**src/rtl/vga_pkg.sv**
```systemverilog
// ============================================================================
// Module      : vga_pkg
// Description : Shared 640x480@60 timing defaults, coordinate and RGB332 types.
// Revision    : 1.0 - initial release
// ============================================================================
`default_nettype none

package vga_pkg;

    localparam int DEF_H_ACTIVE   = 640;
    localparam int DEF_H_FP       = 16;
    localparam int DEF_H_SYNC     = 96;
    localparam int DEF_H_BP       = 48;
    localparam int DEF_V_ACTIVE   = 480;
    localparam int DEF_V_FP       = 10;
    localparam int DEF_V_SYNC     = 2;
    localparam int DEF_V_BP       = 33;
    localparam int DEF_PIPE_DELAY = 2;

    localparam int H_TOTAL = DEF_H_ACTIVE + DEF_H_FP + DEF_H_SYNC + DEF_H_BP;
    localparam int V_TOTAL = DEF_V_ACTIVE + DEF_V_FP + DEF_V_SYNC + DEF_V_BP;

    localparam int COORD_W = 11;

    typedef logic [COORD_W-1:0] coord_t;

    typedef struct packed {
        logic [2:0] r;
        logic [2:0] g;
        logic [1:0] b;
    } rgb332_t;

    // Test-pattern bar number: eight 80-pixel-wide vertical bars.
    function automatic logic [2:0] bar_index(input logic [9:0] x);
        logic [9:0] q;
        q = x / 10'd80;
        return q[2:0];
    endfunction

endpackage

`default_nettype wire

```
**src/rtl/vga_delay_line.sv**
```systemverilog
// ============================================================================
// Module      : vga_delay_line
// Description : WIDTH x DEPTH shift register with synchronous reset value;
//               DEPTH = 0 degenerates to a wire.
// Revision    : 1.0 - initial release
// ============================================================================
`default_nettype none

module vga_delay_line #(
    parameter int               WIDTH     = 1,
    parameter int               DEPTH     = 1,
    parameter logic [WIDTH-1:0] RESET_VAL = '0
) (
    input  logic             clk,
    input  logic             resetN,
    input  logic [WIDTH-1:0] din,
    output logic [WIDTH-1:0] dout
);

    generate
        if (DEPTH == 0) begin : g_bypass
            logic w_unused_ok;
            assign w_unused_ok = clk ^ resetN;
            assign dout        = din;
        end else begin : g_shift
            logic [WIDTH-1:0] r_stage [DEPTH];

            always_ff @(posedge clk) begin
                if (!resetN) begin
                    for (int i = 0; i < DEPTH; i++) begin
                        r_stage[i] <= RESET_VAL;
                    end
                end else begin
                    r_stage[0] <= din;
                    for (int i = 1; i < DEPTH; i++) begin
                        r_stage[i] <= r_stage[i-1];
                    end
                end
            end

            assign dout = r_stage[DEPTH-1];
        end
    endgenerate

endmodule

`default_nettype wire

```
**src/rtl/vga_sync_gen.sv**
```systemverilog
// ============================================================================
// Module      : vga_sync_gen
// Description : VGA timing generator and pixel output stage. Define
//               VGA_TEST_PATTERN_EN to replace RGBIn with eight colour bars.
// Revision    : 1.0 - initial release
// ============================================================================
`default_nettype none

module vga_sync_gen
    import vga_pkg::*;
#(
    parameter int H_ACTIVE   = DEF_H_ACTIVE,
    parameter int H_FP       = DEF_H_FP,
    parameter int H_SYNC     = DEF_H_SYNC,
    parameter int H_BP       = DEF_H_BP,
    parameter int V_ACTIVE   = DEF_V_ACTIVE,
    parameter int V_FP       = DEF_V_FP,
    parameter int V_SYNC     = DEF_V_SYNC,
    parameter int V_BP       = DEF_V_BP,
    parameter int PIPE_DELAY = DEF_PIPE_DELAY
) (
    input  logic               clk,
    input  logic               resetN,
    output logic [COORD_W-1:0] pixelX,
    output logic [COORD_W-1:0] pixelY,
    output logic               frameTick,
    input  logic [7:0]         RGBIn,
    output logic [3:0]         red,
    output logic [3:0]         green,
    output logic [3:0]         blue,
    output logic               hSync,
    output logic               vSync,
    output logic               blankN
);

    localparam coord_t c_H_LAST   = coord_t'(H_ACTIVE + H_FP + H_SYNC + H_BP - 1);
    localparam coord_t c_V_LAST   = coord_t'(V_ACTIVE + V_FP + V_SYNC + V_BP - 1);
    localparam coord_t c_H_ACT    = coord_t'(H_ACTIVE);
    localparam coord_t c_V_ACT    = coord_t'(V_ACTIVE);
    localparam coord_t c_HS_FIRST = coord_t'(H_ACTIVE + H_FP);
    localparam coord_t c_HS_LAST  = coord_t'(H_ACTIVE + H_FP + H_SYNC - 1);
    localparam coord_t c_VS_FIRST = coord_t'(V_ACTIVE + V_FP);
    localparam coord_t c_VS_LAST  = coord_t'(V_ACTIVE + V_FP + V_SYNC - 1);

    // Delay payload: {visible, hSyncRaw, vSyncRaw[, bar]}; reset = blank, syncs idle.
`ifdef VGA_TEST_PATTERN_EN
    localparam int                 c_DLY_W   = 6;
    localparam logic [c_DLY_W-1:0] c_DLY_RST = 6'b011_000;
`else
    localparam int                 c_DLY_W   = 3;
    localparam logic [c_DLY_W-1:0] c_DLY_RST = 3'b011;
`endif

    coord_t             r_hCount;
    coord_t             r_vCount;
    logic               w_visible;
    logic               w_hSyncRaw;
    logic               w_vSyncRaw;
    logic [c_DLY_W-1:0] w_dlyIn;
    logic [c_DLY_W-1:0] w_dlyOut;
    logic               w_dVisible;
    logic               w_dHSync;
    logic               w_dVSync;
    rgb332_t            w_rgb;

    always_ff @(posedge clk) begin
        if (!resetN) begin
            r_hCount <= '0;
            r_vCount <= '0;
        end else if (r_hCount == c_H_LAST) begin
            r_hCount <= '0;
            r_vCount <= (r_vCount == c_V_LAST) ? '0 : r_vCount + 1'b1;
        end else begin
            r_hCount <= r_hCount + 1'b1;
        end
    end

    assign pixelX    = r_hCount;
    assign pixelY    = r_vCount;
    assign frameTick = (r_hCount == '0) && (r_vCount == c_V_ACT);

    assign w_visible  = (r_hCount < c_H_ACT) && (r_vCount < c_V_ACT);
    assign w_hSyncRaw = !((r_hCount >= c_HS_FIRST) && (r_hCount <= c_HS_LAST));
    assign w_vSyncRaw = !((r_vCount >= c_VS_FIRST) && (r_vCount <= c_VS_LAST));

    assign w_dlyIn[c_DLY_W-1 -: 3] = {w_visible, w_hSyncRaw, w_vSyncRaw};

`ifdef VGA_TEST_PATTERN_EN
    logic [2:0] w_bar;
    logic       w_unused_rgb;

    assign w_dlyIn[2:0] = bar_index(r_hCount[9:0]);
    assign w_bar        = w_dlyOut[2:0];
    assign w_rgb        = {{3{w_bar[2]}}, {3{w_bar[1]}}, {2{w_bar[0]}}};
    assign w_unused_rgb = ^RGBIn;
`else
    assign w_rgb = rgb332_t'(RGBIn);
`endif

    vga_delay_line #(
        .WIDTH     (c_DLY_W),
        .DEPTH     (PIPE_DELAY),
        .RESET_VAL (c_DLY_RST)
    ) u_delay (
        .clk    (clk),
        .resetN (resetN),
        .din    (w_dlyIn),
        .dout   (w_dlyOut)
    );

    assign w_dVisible = w_dlyOut[c_DLY_W-1];
    assign w_dHSync   = w_dlyOut[c_DLY_W-2];
    assign w_dVSync   = w_dlyOut[c_DLY_W-3];

    // 3-3-2 to 4-4-4 expansion by MSB replication; blanked pixels drive black.
    always_ff @(posedge clk) begin
        if (!resetN) begin
            blankN <= 1'b0;
            hSync  <= 1'b1;
            vSync  <= 1'b1;
            red    <= '0;
            green  <= '0;
            blue   <= '0;
        end else begin
            blankN <= w_dVisible;
            hSync  <= w_dHSync;
            vSync  <= w_dVSync;
            if (w_dVisible) begin
                red   <= {w_rgb.r, w_rgb.r[2]};
                green <= {w_rgb.g, w_rgb.g[2]};
                blue  <= {w_rgb.b, w_rgb.b};
            end else begin
                red   <= '0;
                green <= '0;
                blue  <= '0;
            end
        end
    end

endmodule

`default_nettype wire

```
**config.mk**
```make
export PLATFORM = sky130hd
export DESIGN_NAME = vga_sync_gen
export DESIGN_NICKNAME = d
export VERILOG_FILES = /design/src/rtl/vga_pkg.sv /design/src/rtl/vga_delay_line.sv /design/src/rtl/vga_sync_gen.sv
export SDC_FILE = /design/constraint.sdc
export NUM_CORES = 1
export LEC_CHECK = 0
export ABC_AREA = 1
export BUFFER_PORTS_ARGS = -buffer_cell sky130_fd_sc_hd__buf_2
export CAP_MARGIN = 25
export CORE_ASPECT_RATIO = 0.8
export CORE_MARGIN = 8
export CORE_UTILIZATION = 50
export CTS_CLUSTER_DIAMETER = 80
export DETAILED_ROUTE_END_ITERATION = 6
export GPL_TIMING_DRIVEN = 0
export PLACE_DENSITY_LB_ADDON = 0.12
export SLEW_MARGIN = 10
export SYNTH_ARGS = -nofsm -noshare
export SYNTH_HDL_FRONTEND = slang
export SYNTH_HIERARCHICAL = 1
export SYNTH_SLANG_ARGS = --single-unit
```
**constraint.sdc**
```tcl
create_clock -name clk -period 1.9 [get_ports clk]
set_input_delay 0.095 -clock clk [delete_from_list [all_inputs] [get_ports clk]]
set_output_delay 0.095 -clock clk [all_outputs]
set_load 0.01 [all_outputs]
```
# After elaboration in Yosys (flattened, before gate mapping)

Memory sizes are Yosys's and may differ from the RTL's.
Index checks and enable logic that the tools add are counted.

Bits in registers: 37
RAM bits: 6
Memories kept: 1

Memory list:

| name                    | words | width | rd ports | clocked after Yosys merged registers in | write ports | RTL line             | source |
|---|---|---|---|---|---|---|---|
| u_delay.g_shift.r_stage | 2     | 3     | 2        | 0                                       | 2           | vga_delay_line.sv:26 | `logic [WIDTH-1:0] r_stage [DEPTH];` |

$add $sub $neg: 2
Order comparisons: 6
Equality and inequality tests: 3
Muxes and demuxes: 5
Bitwise gates (word level): 3
Reductions and logical operators: 9

Operators with widths:

| kind                                                                                   | count |
|---|---|
| 11-bit by 1-bit adder with 11-bit output (second input constant)                       | 2 |
| 11-bit by 10-bit == test with 1-bit output (second input constant)                     | 2 |
| 11-bit by 9-bit == test with 1-bit output (second input constant)                      | 1 |
| 11-bit by 10-bit greater-or-equal comparator with 1-bit output (second input constant) | 1 |
| 11-bit by 9-bit greater-or-equal comparator with 1-bit output (second input constant)  | 1 |
| 11-bit by 10-bit less-or-equal comparator with 1-bit output (second input constant)    | 1 |
| 11-bit by 9-bit less-or-equal comparator with 1-bit output (second input constant)     | 1 |
| 11-bit logical NOT                                                                     | 1 |
| 11-bit by 10-bit < comparator with 1-bit output (second input constant)                | 1 |
| 11-bit by 9-bit < comparator with 1-bit output (second input constant)                 | 1 |
| 11-bit 2-to-1 mux                                                                      | 1 |
| 3-bit 2-to-1 mux                                                                       | 2 |
| 1-bit logical AND                                                                      | 4 |
| 1-bit logical NOT                                                                      | 2 |
| 1-bit 2-to-1 mux                                                                       | 2 |
| 1-bit bitwise OR                                                                       | 2 |
| 2-bit AND reduction                                                                    | 1 |
| 2-bit OR reduction                                                                     | 1 |
| 1-bit NOT                                                                              | 1 |

# Depth between registers and ports, before layout

Depth after elaboration: 4
Gate-level depth with buffers: 10
Depth with buffers taken out: 10

# By module

Netlist, hierarchy kept.

Modules (own cells, without submodules):

| module         | times used | cells each | area each (µm²) | seq. area each (µm²) |
|---|---|---|---|---|
| vga_sync_gen   | 1          | 252        | 1776.7          | 660.6 |
| vga_delay_line | 1          | 21         | 187.7           | 120.1 |

# Worst setup path before layout

Ideal clock, no wire load.

Path type: flip-flop to flip-flop
Start point: register r_hCount[0] (netlist: pixelX[0])
End point: register r_vCount[9] (netlist: pixelY[9])
Library setup time: 0.123 ns
Arrival: 1.376 ns
Data required time: 1.777 ns
Slack: 0.401 ns
Cell stages (with the launch flop): 10
Path buffers: 1
Path through: dfxtp_1 > ha_1 > nand2_2 > nor2_8 > nand2_4 > nor2_8 > buf_12 > nand4_2 > nand2_1 > nor2_1

Cells in the longest elaborated chain, start to end: 1

RTL lines:

| element                                    | RTL line           | source |
|---|---|---|
| start: declaration                         | vga_sync_gen.sv:54 | `coord_t r_hCount;` |
| start signal: assignment                   | vga_sync_gen.sv:74 | `r_hCount <= r_hCount + 1'b1;` |
| 11-bit by 10-bit == test with 1-bit output | vga_sync_gen.sv:70 | `end else if (r_hCount == c_H_LAST) begin` |
| end signal: assignment                     | vga_sync_gen.sv:72 | `r_vCount <= (r_vCount == c_V_LAST) ? '0 : r_vCount + 1'b1;` |
| end: declaration                           | vga_sync_gen.sv:55 | `coord_t r_vCount;` |

Every way passes these cells.
A chain may end at the register's enable or synchronous reset.

# Worst setup path after layout

Start point: register r_vCount[0] (netlist: pixelY[0])
End point: output frameTick

Cells in the longest elaborated chain, start to end: 2

RTL lines:

| element                                   | RTL line           | source |
|---|---|---|
| 11-bit by 9-bit == test with 1-bit output | vga_sync_gen.sv:80 | `assign frameTick = (r_hCount == '0) && (r_vCount == c_V_ACT);` |
| 1-bit logical AND                         | vga_sync_gen.sv:80 |  |
| end: declaration                          | vga_sync_gen.sv:26 | `output logic frameTick,` |

Every way passes these cells.

==> impl_metrics.yaml <==
die:
  initial_core_util_pct: 52.0
  core_sq_mm: 0.00378
  die-area_sq_mm: 0.00620
  die_y_um: 72.1
  chipWidth_um: 86.1
  ioPinCount: 48
  rows: 20
final_layout:
  area_growth_pct: 22.2
  nFillCells: 354
  final_common_cell: "nand2_1"
  fin_nets: 343
  drive_gt1_share_pct: 26.7
  diodes: 0
  multi_input_area_sq_um: 926
  stdcell_area_sq_mm: 0.00240
  layout_common_cells: "nand2_1 (64), buf_2 (48), nor2_1 (41)"
  seq_area_sq_um: 781
power_and_ir_drop:
  seqPwrFrac_pct: 52.0
  clockPowerShare_pct: 43.2
  netSwitchingPower_mw: 0.354
  power_mw: 1.61
  cellLeakagePower_nw: 1.22
  p_sw_share_pct: 22.0
  p_int_mw: 1.25
  worst_ir_drop_vdd_uv: 470
  power_frac_comb_pct: 4.7
  cellPowerDensity_mw_per_mm2: 670
timing:
  fmax_mhz: 584
  tns_ns: 0
  finalMaxSlewViolations: 0
  rsz0062_at_grt: "no"
  finalHoldViolations: 0
  layout_min_cycle_time_ns: 1.71
  worst_slack_ns: 0.186
  min_period_over_period_pct: 90.2
  whs_ns: 0.0103
  tightest_slew_ns: 0.320
  slew_headroom_pct: 78.6
  finalSetupViolations: 0
  fin_skew_ns: 0.00698
synth:
  syn_inst: 273
  synthTopCellsByArea: "dfxtp_1 (40%), nand2_1 (12%), nor2_1 (7.8%)"
  synth_nets: 287
  synth_warnings: 6
  synth_cell_types: 33
  ys_ff_latch: 39
  synth_top_area_share_pct: 39.7
  ys_seq_area_share_pct: 39.7
  syn_area_sq_mm: 0.00196
  syn_area_per_cell_sq_um: 7.20
  yosysTopAreaCell: "dfxtp_1"
clock_network:
  clk_pin_slew_ns: 0.08
  cts_root_buf: "clkbuf_8"
  cts_hold_buf: 2
  numCtsBuffers: 5
  htreeDepth: 2
  cts_resized: 0
  cts_tree: "built"
  cts_setup_buffers: 0
  clk_path_buf_depth: 2
  clock_latency_ns: 0.30
  cts_sinks: 39
setup_path:
  arrival_ns: 1.62
  cp-start-kind: "register"
  cp.required_ns: 1.80
  worstSetupEndpoint: "frameTick"
  crit_start: "pixelY[0]"
  critPathCaptureType: "output pin"
  rrSetupSlack_ns: 0.30
  timing.rr.end: "pixelY[9]"
  critPathKind: "register to output pin"
  rr_startpoint: "pixelX[0]"
  reg2reg_depth: 6
  crit_fanout: 6
run_status:
  outcome: "complete, no violations"
min_path:
  hp-class: "input port to register"
  min_path_cells: 3
grt:
  grt_max_degree: 14
  grt_overflow: 0
  grt_pass1_wl_um: 7180
  grt_pass1_vias: 1625
  grt_usage_pct: 14.5
  antenna_found_initial: 0
route:
  dr_wl_met3_um: 436
  via_per_inst: 4.73
  wl_met2_um: 1910
  wl_met1_um: 2060
  dr.max_layer_used: "met4"
  wl_per_cell_um: 11.6
  drtAntennaViolNets: 0
  drt_iter0_markers: 128
  first_pass_iters: 4
  drcViolationCount: 0
  vias: 1820
  wl_um: 4470
place:
  io_buffer_count: 47
  place_area_sq_mm: 0.00227
  dp_worst_setup_slack_ns: 0.313
  dp_hpwl_um: 3350
  gp_congestion: 0.847
job:
  cap_violations: 0
logic make-up after synthesis:
family	synth area share, %
buf+inv	13.1
simple gates	38.5
compound gates	5.16
xor+xnor	0.892
fa+ha+maj	2.55
flops	39.7
layer usage:
metal | GRT usage [%] | vias to the layer above
met5 | 0 | -
met2 | 22.3 | 66
li1 | - | 956
met4 | 6.59 | 0
met1 | 17.2 | 790
met3 | 5.98 | 8
power groups by stage:
stage | registers (mW) | logic, mW | clock network [mW]
global route | 0.839 | 0.0880 | 0.742
floorplan | 0.862 | 0.0353 | 0
global placement | 0.856 | 0.0721 | 0
finish | 0.837 | 0.0759 | 0.696
detailed placement | 0.857 | 0.0737 | 0
CTS | 0.837 | 0.0776 | 0.714
worst min path at each step:
| stage | end | from | slack (ns) |
|---|---|---|---|
| 3_5_place_dp | red[0] | RGBIn[7] | 0.31 |
| 6_report | green[2] | RGBIn[3] | 0.01 |
| 2_1_floorplan | u_delay/g_shift.r_stage[0][1] | resetN | 0.16 |
| 4_1_cts | green[2] | RGBIn[3] | 0.0004 |
| 3_3_place_gp | blue[2] | RGBIn[0] | 0.31 |
| 5_1_grt | green[1] | RGBIn[2] | 0.006 |
layout make-up:
| class | instances | area share, % |
|---|---|---|
| Timing Repair Buffer | 49 | 10.6 |
| Tap cell | 55 | 2.87 |
| Clock inverter | 3 | 1.82 |
| Clock buffer | 5 | 2.87 |
| Buffer | 11 | 4.01 |
| Inverter | 43 | 6.72 |
| Multi-Input combinational cell | 180 | 38.6 |
| Sequential cell | 39 | 32.5 |
Yosys cell counts (all sizes together):
library cell / instances
nor2: 46
nor4: 1
nand2: 66
nand3: 23
o32ai: 1
xor2: 1
nor3b: 1
nor3: 9
nand4: 7
inv: 43
or2: 2
o21ai: 7
nand3b: 1
ha: 4
xnor2: 1
buf: 11
a21oi: 10
dfxtp: 39
metrics by stage:
step / instances / util, %
after global routing: 385 / 63.5
after detailed placement: 375 / 60.0
final: 385 / 63.5
after CTS: 385 / 63.5
after global placement: 375 / 60.0
after floorplan: 273 / -
critical path, stage by stage, from the launching register on:
cell and delay, ns:
dfxtp_1 0.37, inv_1 0.13, ha_1 0.19, nand2_1 0.07, nor3_1 0.12, nand3_1 0.10, nor3_1 0.18, buf_2 0.17
sequential cells by signal, indices dropped and copies added, names as in the netlist:
| signal | count |
|---|---|
| pixelX | 11 |
| pixelY | 11 |
| u_delay/g_shift.r_stage | 6 |
| green | 3 |
| red | 3 |
| blue | 2 |
| blankN | 1 |
| hSync | 1 |
| vSync | 1 |
Power figures use the tool's default switching activity.
